File: config.mk
export PLATFORM = sky130hd
export DESIGN_NAME = sauria_reset_sequencer
export DESIGN_NICKNAME = d
export VERILOG_FILES = /design/src/rtl/sauria_rst_pkg.sv /design/src/rtl/sauria_rst_sync.sv /design/src/rtl/sauria_reset_sequencer.sv
export SDC_FILE = /design/constraint.sdc
export NUM_CORES = 1
export LEC_CHECK = 0
export CAP_MARGIN = 20
export CELL_PAD_IN_SITES_DETAIL_PLACEMENT = 2
export CELL_PAD_IN_SITES_GLOBAL_PLACEMENT = 2
export CORE_AREA = 2 2 59 61
export DETAILED_ROUTE_END_ITERATION = 6
export DIE_AREA = 0 0 61 63
export GPL_TIMING_DRIVEN = 0
export PLACE_DENSITY = 0.81
export SYNTH_ARGS = -nofsm -noshare
export SYNTH_HDL_FRONTEND = slang
export SYNTH_SLANG_ARGS = --single-unit
File: constraint.sdc
create_clock -name i_system_clk -period 1.7 [get_ports i_system_clk]
set_input_delay 0.34 -clock i_system_clk [delete_from_list [all_inputs] [get_ports i_system_clk]]
set_output_delay 0.34 -clock i_system_clk [all_outputs]
set_load 0.005 [all_outputs]
File: src/rtl/sauria_rst_pkg.sv
// Shared types and helpers for the SAURIA reset sequencer.
package sauria_rst_pkg;

  // Widest configuration the sequencer supports.
  localparam int unsigned MAX_DOMAINS = 16;
  localparam int unsigned MAX_IDX_W   = 4;
  // One extra bit so a search start one past the top domain stays representable.
  localparam int unsigned FROM_W      = MAX_IDX_W + 1;

  typedef enum logic [2:0] {
    IDLE,
    ASSERT,
    HOLD,
    RELEASE,
    DONE
  } rst_state_e;

  typedef struct packed {
    logic                 valid;
    logic [MAX_IDX_W-1:0] idx;
  } bit_sel_t;

  // Lowest set bit of mask at position >= from_idx; valid=0 when none exists.
  function automatic bit_sel_t next_set_bit(input logic [MAX_DOMAINS-1:0] mask,
                                            input logic [FROM_W-1:0]      from_idx);
    bit_sel_t res;
    res = '0;
    // Scan downwards so the last hit written is the lowest qualifying bit.
    for (int i = MAX_DOMAINS - 1; i >= 0; i--) begin
      if (mask[i] && (FROM_W'(i) >= from_idx)) begin
        res.valid = 1'b1;
        res.idx   = MAX_IDX_W'(i);
      end
    end
    return res;
  endfunction

endpackage

File: src/rtl/sauria_rst_sync.sv
// Two-flop reset synchroniser: asserts asynchronously, releases synchronously.
module sauria_rst_sync (
  input  logic clk_i,
  input  logic rst_ni,
  output logic rst_sync_no
);

  logic [1:0] sync_q;

  // Shift a constant 1 through two flops once the raw reset lifts.
  // NOTE: sequential state uses non-blocking assignments so every flop samples
  // the pre-edge value of its neighbour; blocking here would collapse the chain.
  always_ff @(posedge clk_i or negedge rst_ni) begin
    if (!rst_ni) begin
      sync_q <= '0;
    end else begin
      sync_q <= {sync_q[0], 1'b1};
    end
  end

  assign rst_sync_no = sync_q[1];

endmodule

File: src/rtl/sauria_reset_sequencer.sv
// SAURIA reset sequencer: power-on and software-triggered reset sequencing of
// NUM_DOMAINS domains. Selected domains are asserted together, held, then
// released one by one in ascending index order.
module sauria_reset_sequencer
  import sauria_rst_pkg::*;
#(
  parameter int unsigned NUM_DOMAINS    = 2,
  parameter int unsigned HOLD_CYCLES    = 4,
  parameter int unsigned STAGGER_CYCLES = 2
) (
  input  logic                   i_system_clk,
  input  logic                   i_system_rstn,
  input  logic                   i_sw_rst_req,
  input  logic [NUM_DOMAINS-1:0] i_domain_mask,
  output logic [NUM_DOMAINS-1:0] o_domain_rstn,
  output logic                   o_busy,
  output logic                   o_done
);

  localparam int unsigned MAX_CYC = (HOLD_CYCLES > STAGGER_CYCLES) ? HOLD_CYCLES : STAGGER_CYCLES;
  localparam int unsigned CNT_W   = $clog2(MAX_CYC + 1);
  localparam int unsigned IDX_W   = (NUM_DOMAINS > 1) ? $clog2(NUM_DOMAINS) : 1;

  localparam logic [CNT_W-1:0] HOLD_LAST    = CNT_W'(HOLD_CYCLES - 1);
  localparam logic [CNT_W-1:0] STAGGER_LAST = CNT_W'(STAGGER_CYCLES - 1);

  rst_state_e             state_q, state_d;
  logic [CNT_W-1:0]       cnt_q, cnt_d;
  logic [IDX_W-1:0]       idx_q, idx_d;
  logic [NUM_DOMAINS-1:0] act_mask_q, act_mask_d;
  logic [NUM_DOMAINS-1:0] pend_mask_q, pend_mask_d;
  logic                   pend_q, pend_d;
  logic [NUM_DOMAINS-1:0] rstn_q, rstn_d;

  logic     rst_sync_n;
  bit_sel_t first_sel;
  bit_sel_t next_sel;
  logic     sel_unused;

  sauria_rst_sync u_rst_sync (
    .clk_i       (i_system_clk),
    .rst_ni      (i_system_rstn),
    .rst_sync_no (rst_sync_n)
  );

  // Release order: first selected domain, and the one after the current index.
  assign first_sel = next_set_bit(MAX_DOMAINS'(act_mask_q), '0);
  assign next_sel  = next_set_bit(MAX_DOMAINS'(act_mask_q), FROM_W'(idx_q) + FROM_W'(1));
  // Upper index bits beyond IDX_W are never set for this configuration.
  assign sel_unused = ^{first_sel, next_sel};

  // Next-state logic: sequence control plus request accumulation while busy.
  // NOTE: every variable gets its hold value before the case statement, so no
  // path leaves a signal unassigned and no latch is inferred.
  always_comb begin
    state_d     = state_q;
    cnt_d       = cnt_q;
    idx_d       = idx_q;
    act_mask_d  = act_mask_q;
    pend_mask_d = pend_mask_q;
    pend_d      = pend_q;
    rstn_d      = rstn_q;

    // A request arriving mid-sequence is queued; it never widens act_mask.
    if ((state_q != IDLE) && i_sw_rst_req) begin
      pend_d      = 1'b1;
      pend_mask_d = pend_mask_q | i_domain_mask;
    end

    unique case (state_q)
      IDLE: begin
        if (i_sw_rst_req && (i_domain_mask != '0)) begin
          act_mask_d = i_domain_mask;
          state_d    = ASSERT;
        end
      end
      ASSERT: begin
        rstn_d  = rstn_q & ~act_mask_q;
        cnt_d   = '0;
        state_d = HOLD;
      end
      HOLD: begin
        if (cnt_q == HOLD_LAST) begin
          idx_d   = IDX_W'(first_sel.idx);
          rstn_d  = rstn_q | (NUM_DOMAINS'(1) << IDX_W'(first_sel.idx));
          cnt_d   = '0;
          state_d = RELEASE;
        end else begin
          cnt_d = cnt_q + CNT_W'(1);
        end
      end
      RELEASE: begin
        if (cnt_q == STAGGER_LAST) begin
          if (next_sel.valid) begin
            idx_d  = IDX_W'(next_sel.idx);
            rstn_d = rstn_q | (NUM_DOMAINS'(1) << IDX_W'(next_sel.idx));
            cnt_d  = '0;
          end else begin
            state_d = DONE;
          end
        end else begin
          cnt_d = cnt_q + CNT_W'(1);
        end
      end
      DONE: begin
        // Pending requests chain straight into a new ASSERT; an empty mask is dropped.
        if (pend_d && (pend_mask_d != '0)) begin
          act_mask_d = pend_mask_d;
          state_d    = ASSERT;
        end else begin
          state_d = IDLE;
        end
        pend_d      = 1'b0;
        pend_mask_d = '0;
      end
      default: state_d = IDLE;
    endcase
  end

  // State register: raw reset forces the power-on HOLD at once; the FSM only
  // advances once the synchronised reset has lifted.
  always_ff @(posedge i_system_clk or negedge i_system_rstn) begin
    if (!i_system_rstn) begin
      state_q     <= HOLD;
      cnt_q       <= '0;
      idx_q       <= '0;
      act_mask_q  <= '1;
      pend_mask_q <= '0;
      pend_q      <= 1'b0;
      rstn_q      <= '0;
    end else if (rst_sync_n) begin
      state_q     <= state_d;
      cnt_q       <= cnt_d;
      idx_q       <= idx_d;
      act_mask_q  <= act_mask_d;
      pend_mask_q <= pend_mask_d;
      pend_q      <= pend_d;
      rstn_q      <= rstn_d;
    end
  end

  assign o_domain_rstn = rstn_q;
  assign o_busy        = (state_q != IDLE);
  assign o_done        = (state_q == DONE);

endmodule

==> flow_summary.ini <==
[timing]
finalClockSkew_ns = 0.0117
worst_slack_ns = -0.180
hold_violations = 0
fin_crit_ns = 1.88
drv_slew = 0
maxSlewHeadroom = 0.464
max_freq_ghz = 0.532
tightestPinTransition_ns = 0.801
grt_setup_unrepaired = yes
timing.final.crit_share = 1.11
setup_violations = 7

[placed_design]
portBuffers = 8
place_area_mm2 = 0.00109
preCtsSetupSlack_ns = -0.180
dp.final_hpwl_um = 1980
routabilityCongestion = 0.750

[pwr]
peakVddDrop_mv = 0.499
p_leak_nw = 0.548
p_per_area_mw_per_mm2 = 1590
power.total_mw = 2.08

[route]
ant_nets = 0
drcViolationCount = 0
drt_iter0_drc = 7
first_pass_iters = 4
viasPerCell = 5.14
via_count = 873
drt-total-wl_um = 3060
detail_route.wl_per_cell_um = 18.0

[global_route]
antenna_found_initial = 0
grt_max_degree = 17
overflow = 0
grt_pass1_wl_um = 4860
grt_pass1_vias = 977
gr-usage-all-layers = 0.173

[setup_path]
path_buf_inv = 1
crit_path_frequent_cell = ha_4
r2r-start = cnt_q[0]$_DFFE_PN0P_
cp.required_ns = 1.89
crit_type = reg -> reg
worst-path-stages = 7
critPathArrivalTime_ns = 2.07
cp-start-kind = flip-flop
path_cells = ha_4 -> ha_4 -> nor2b_4 -> or3_1 -> buf_6 -> and3_4 -> a32o_1
path_delay_family = simple AND/OR/NAND/NOR gates
path_max_fanout = 4
slowest_delay_ns = 0.47
slowest_stage = dfrtp_2
setup.worst_path.end_class = flip-flop
regToRegSetupSlack_ns = -0.18
worst_r2r_path_depth = 7
rr_endpoint = state_q[0]$_DFFE_PN0P_

[synth]
synthFlopType = dfrtp_1
netlist_top_cells_area = dfrtp_1, dfstp_2, ha_1
syn_nets = 112
synth_edf_count = 0
syn_inst = 103
synth.top_cell.area_share = 0.344
synth_cell_type_count = 36
synth_most_common_cell = dfrtp_1
synth_top_family_by_area = compound AO/OA/AOI/OAI gates
synth_compound_area_frac = 0.204
netlist_area_um2 = 945
yosysSeqAreaShare = 0.428
syn_avg_cell_area_um2 = 9.17
synth_top_cell_by_area = dfrtp_1
synth_adder_area_share = 0.0530
synth_xor_area_frac = 0
postSynthRegisterBits = 16
async_flop_share = 1.00
synth_common_cells = dfrtp_1, nand2_1, inv_1, nor2_1, o21ai_0
synthMuxAreaShare = 0.0556
synthSimpleGateAreaFrac = 0.201
yosysWarnings = 0

[clocking]
clock_latency_ns = 0.30
clockBufferDepth = 2
path_clk_slew_ns = 0.11
h-tree-depth = 1
cts_root_buf = clkbuf_4
ctsHoldBuffers = 0
cts_made_buffers = 3
cts.sinks = 16
cts_tree = yes

[layout]
syn_to_final_growth_pct = 38.8
diodes = 0
drive_gt1_frac = 0.306
final_cell_area_mm2 = 0.00131
finalNetCount = 134
finish.utilization = 0.406
n_fill_cell = 366

[floorplanning]
initial_core_util = 0.292
core_mm2 = 0.00323
ios = 9
rows = 21
fp.dieH_um = 63
die_area_mm2 = 0.00384
die_w_um = 61

[hold_path]
hold_depth = 0
holdCritPathClass = reg -> reg
hp-start = u_rst_sync.sync_q[0]$_DFF_PN0_
hold_end = u_rst_sync.sync_q[1]$_DFF_PN0_

[outcome]
violations = negative setup slack
status = complete, but fails checks

[job]
max-cap-violations = 0
cell families (layout without fill, tap and decap cells):
kind of cell             count (synthesis)  in the layout
multiplexers                             5              5
flip-flops                              16             16
buffers and inverters                   11             32
other                                    1              1
AND/OR/NAND/NOR                         37             37
adder cells (fa/ha/maj)                  4              4
AO/OA/AOI/OAI                           29             29
how the worst max path moves through the flow:
stage	from	to	slack, ns
after CTS	cnt_q[0]$_DFFE_PN0P_	state_q[0]$_DFFE_PN0P_	-0.15
final	cnt_q[0]$_DFFE_PN0P_	state_q[0]$_DFFE_PN0P_	-0.18
after global placement	state_q[2]$_DFFE_PN0P_	o_done	-0.14
after global routing	cnt_q[0]$_DFFE_PN0P_	state_q[0]$_DFFE_PN0P_	-0.20
after detailed placement	state_q[2]$_DFFE_PN0P_	o_done	-0.18
after floorplan	cnt_q[0]$_DFFE_PN0P_	state_q[0]$_DFFE_PN0P_	-0.06
metrics by stage:
stage / instances / hold WS, ns / setup TNS, ns
2_1_floorplan: 103 / 0.0444 / -0.0604
3_3_place_gp: 157 / 0.333 / -0.254
3_5_place_dp: 157 / 0.341 / -0.504
4_1_cts: 169 / 0.366 / -0.533
5_1_grt: 170 / 0.390 / -0.996
6_report: 170 / 0.362 / -0.614
cell usage in the layout, fill, tap and decap left out, types with 3 or more instances in the layout:
cell type        Yosys  layout
a31oi_1              5       3
o21ai_0              7       6
a21oi_1              5       5
nand2b_1             4       4
dfstp_2              3       3
inv_1                7       5
mux2i_1              3       3
clkbuf_4             0       3
nand2_1              9       9
nor2_1               7       6
ha_4                 0       3
buf_4                0       8
buf_6                1       4
nand3_1              4       4
clkdlybuf4s50_1      0       6
dfrtp_1             13      12
sequential cells by signal (all words and copies together), names as in the netlist:
| register | flops |
|---|---|
| cnt_q | 3 |
| state_q | 3 |
| act_mask_q | 2 |
| o_domain_rstn | 2 |
| pend_mask_q | 2 |
| u_rst_sync.sync_q | 2 |
| idx_q | 1 |
| pend_q | 1 |
repair_timing:
action                                  4_1_cts  5_1_grt
pin swaps                                     3        2
buffers inserted                              8        1
gates resized for setup                      20       13
hold endpoints to repair                      0        0
endpoints found under the setup margin        7        9
layer usage:
layer  track usage  vias up  routed length (µm)
li1              -      406                   -
met1         0.223      453                1360
met2         0.293       11                1600
met3        0.0331        3                  69
met4        0.0380        0                  22
met5             0        -                   0
cell type report:
| class | instances | area [µm²] | area share |
|---|---|---|---|
| Multi-Input combinational cell | 76 | 613 | 0.468 |
| Sequential cell | 16 | 405 | 0.309 |
| Timing Repair Buffer | 17 | 141 | 0.108 |
| Tap cell | 46 | 57.6 | 0.0439 |
| Buffer | 4 | 37.5 | 0.0286 |
| Inverter | 7 | 30.0 | 0.0229 |
| Clock buffer | 4 | 26.3 | 0.0200 |
power by group:
group | internal [mW] | leakage (nW) | switching (mW)
Sequential | 0.508 | 0.184 | 0.117
Clock | 0.0915 | 0.0150 | 0.136
Combinational | 0.593 | 0.349 | 0.637
Power figures use the tool's default switching activity.
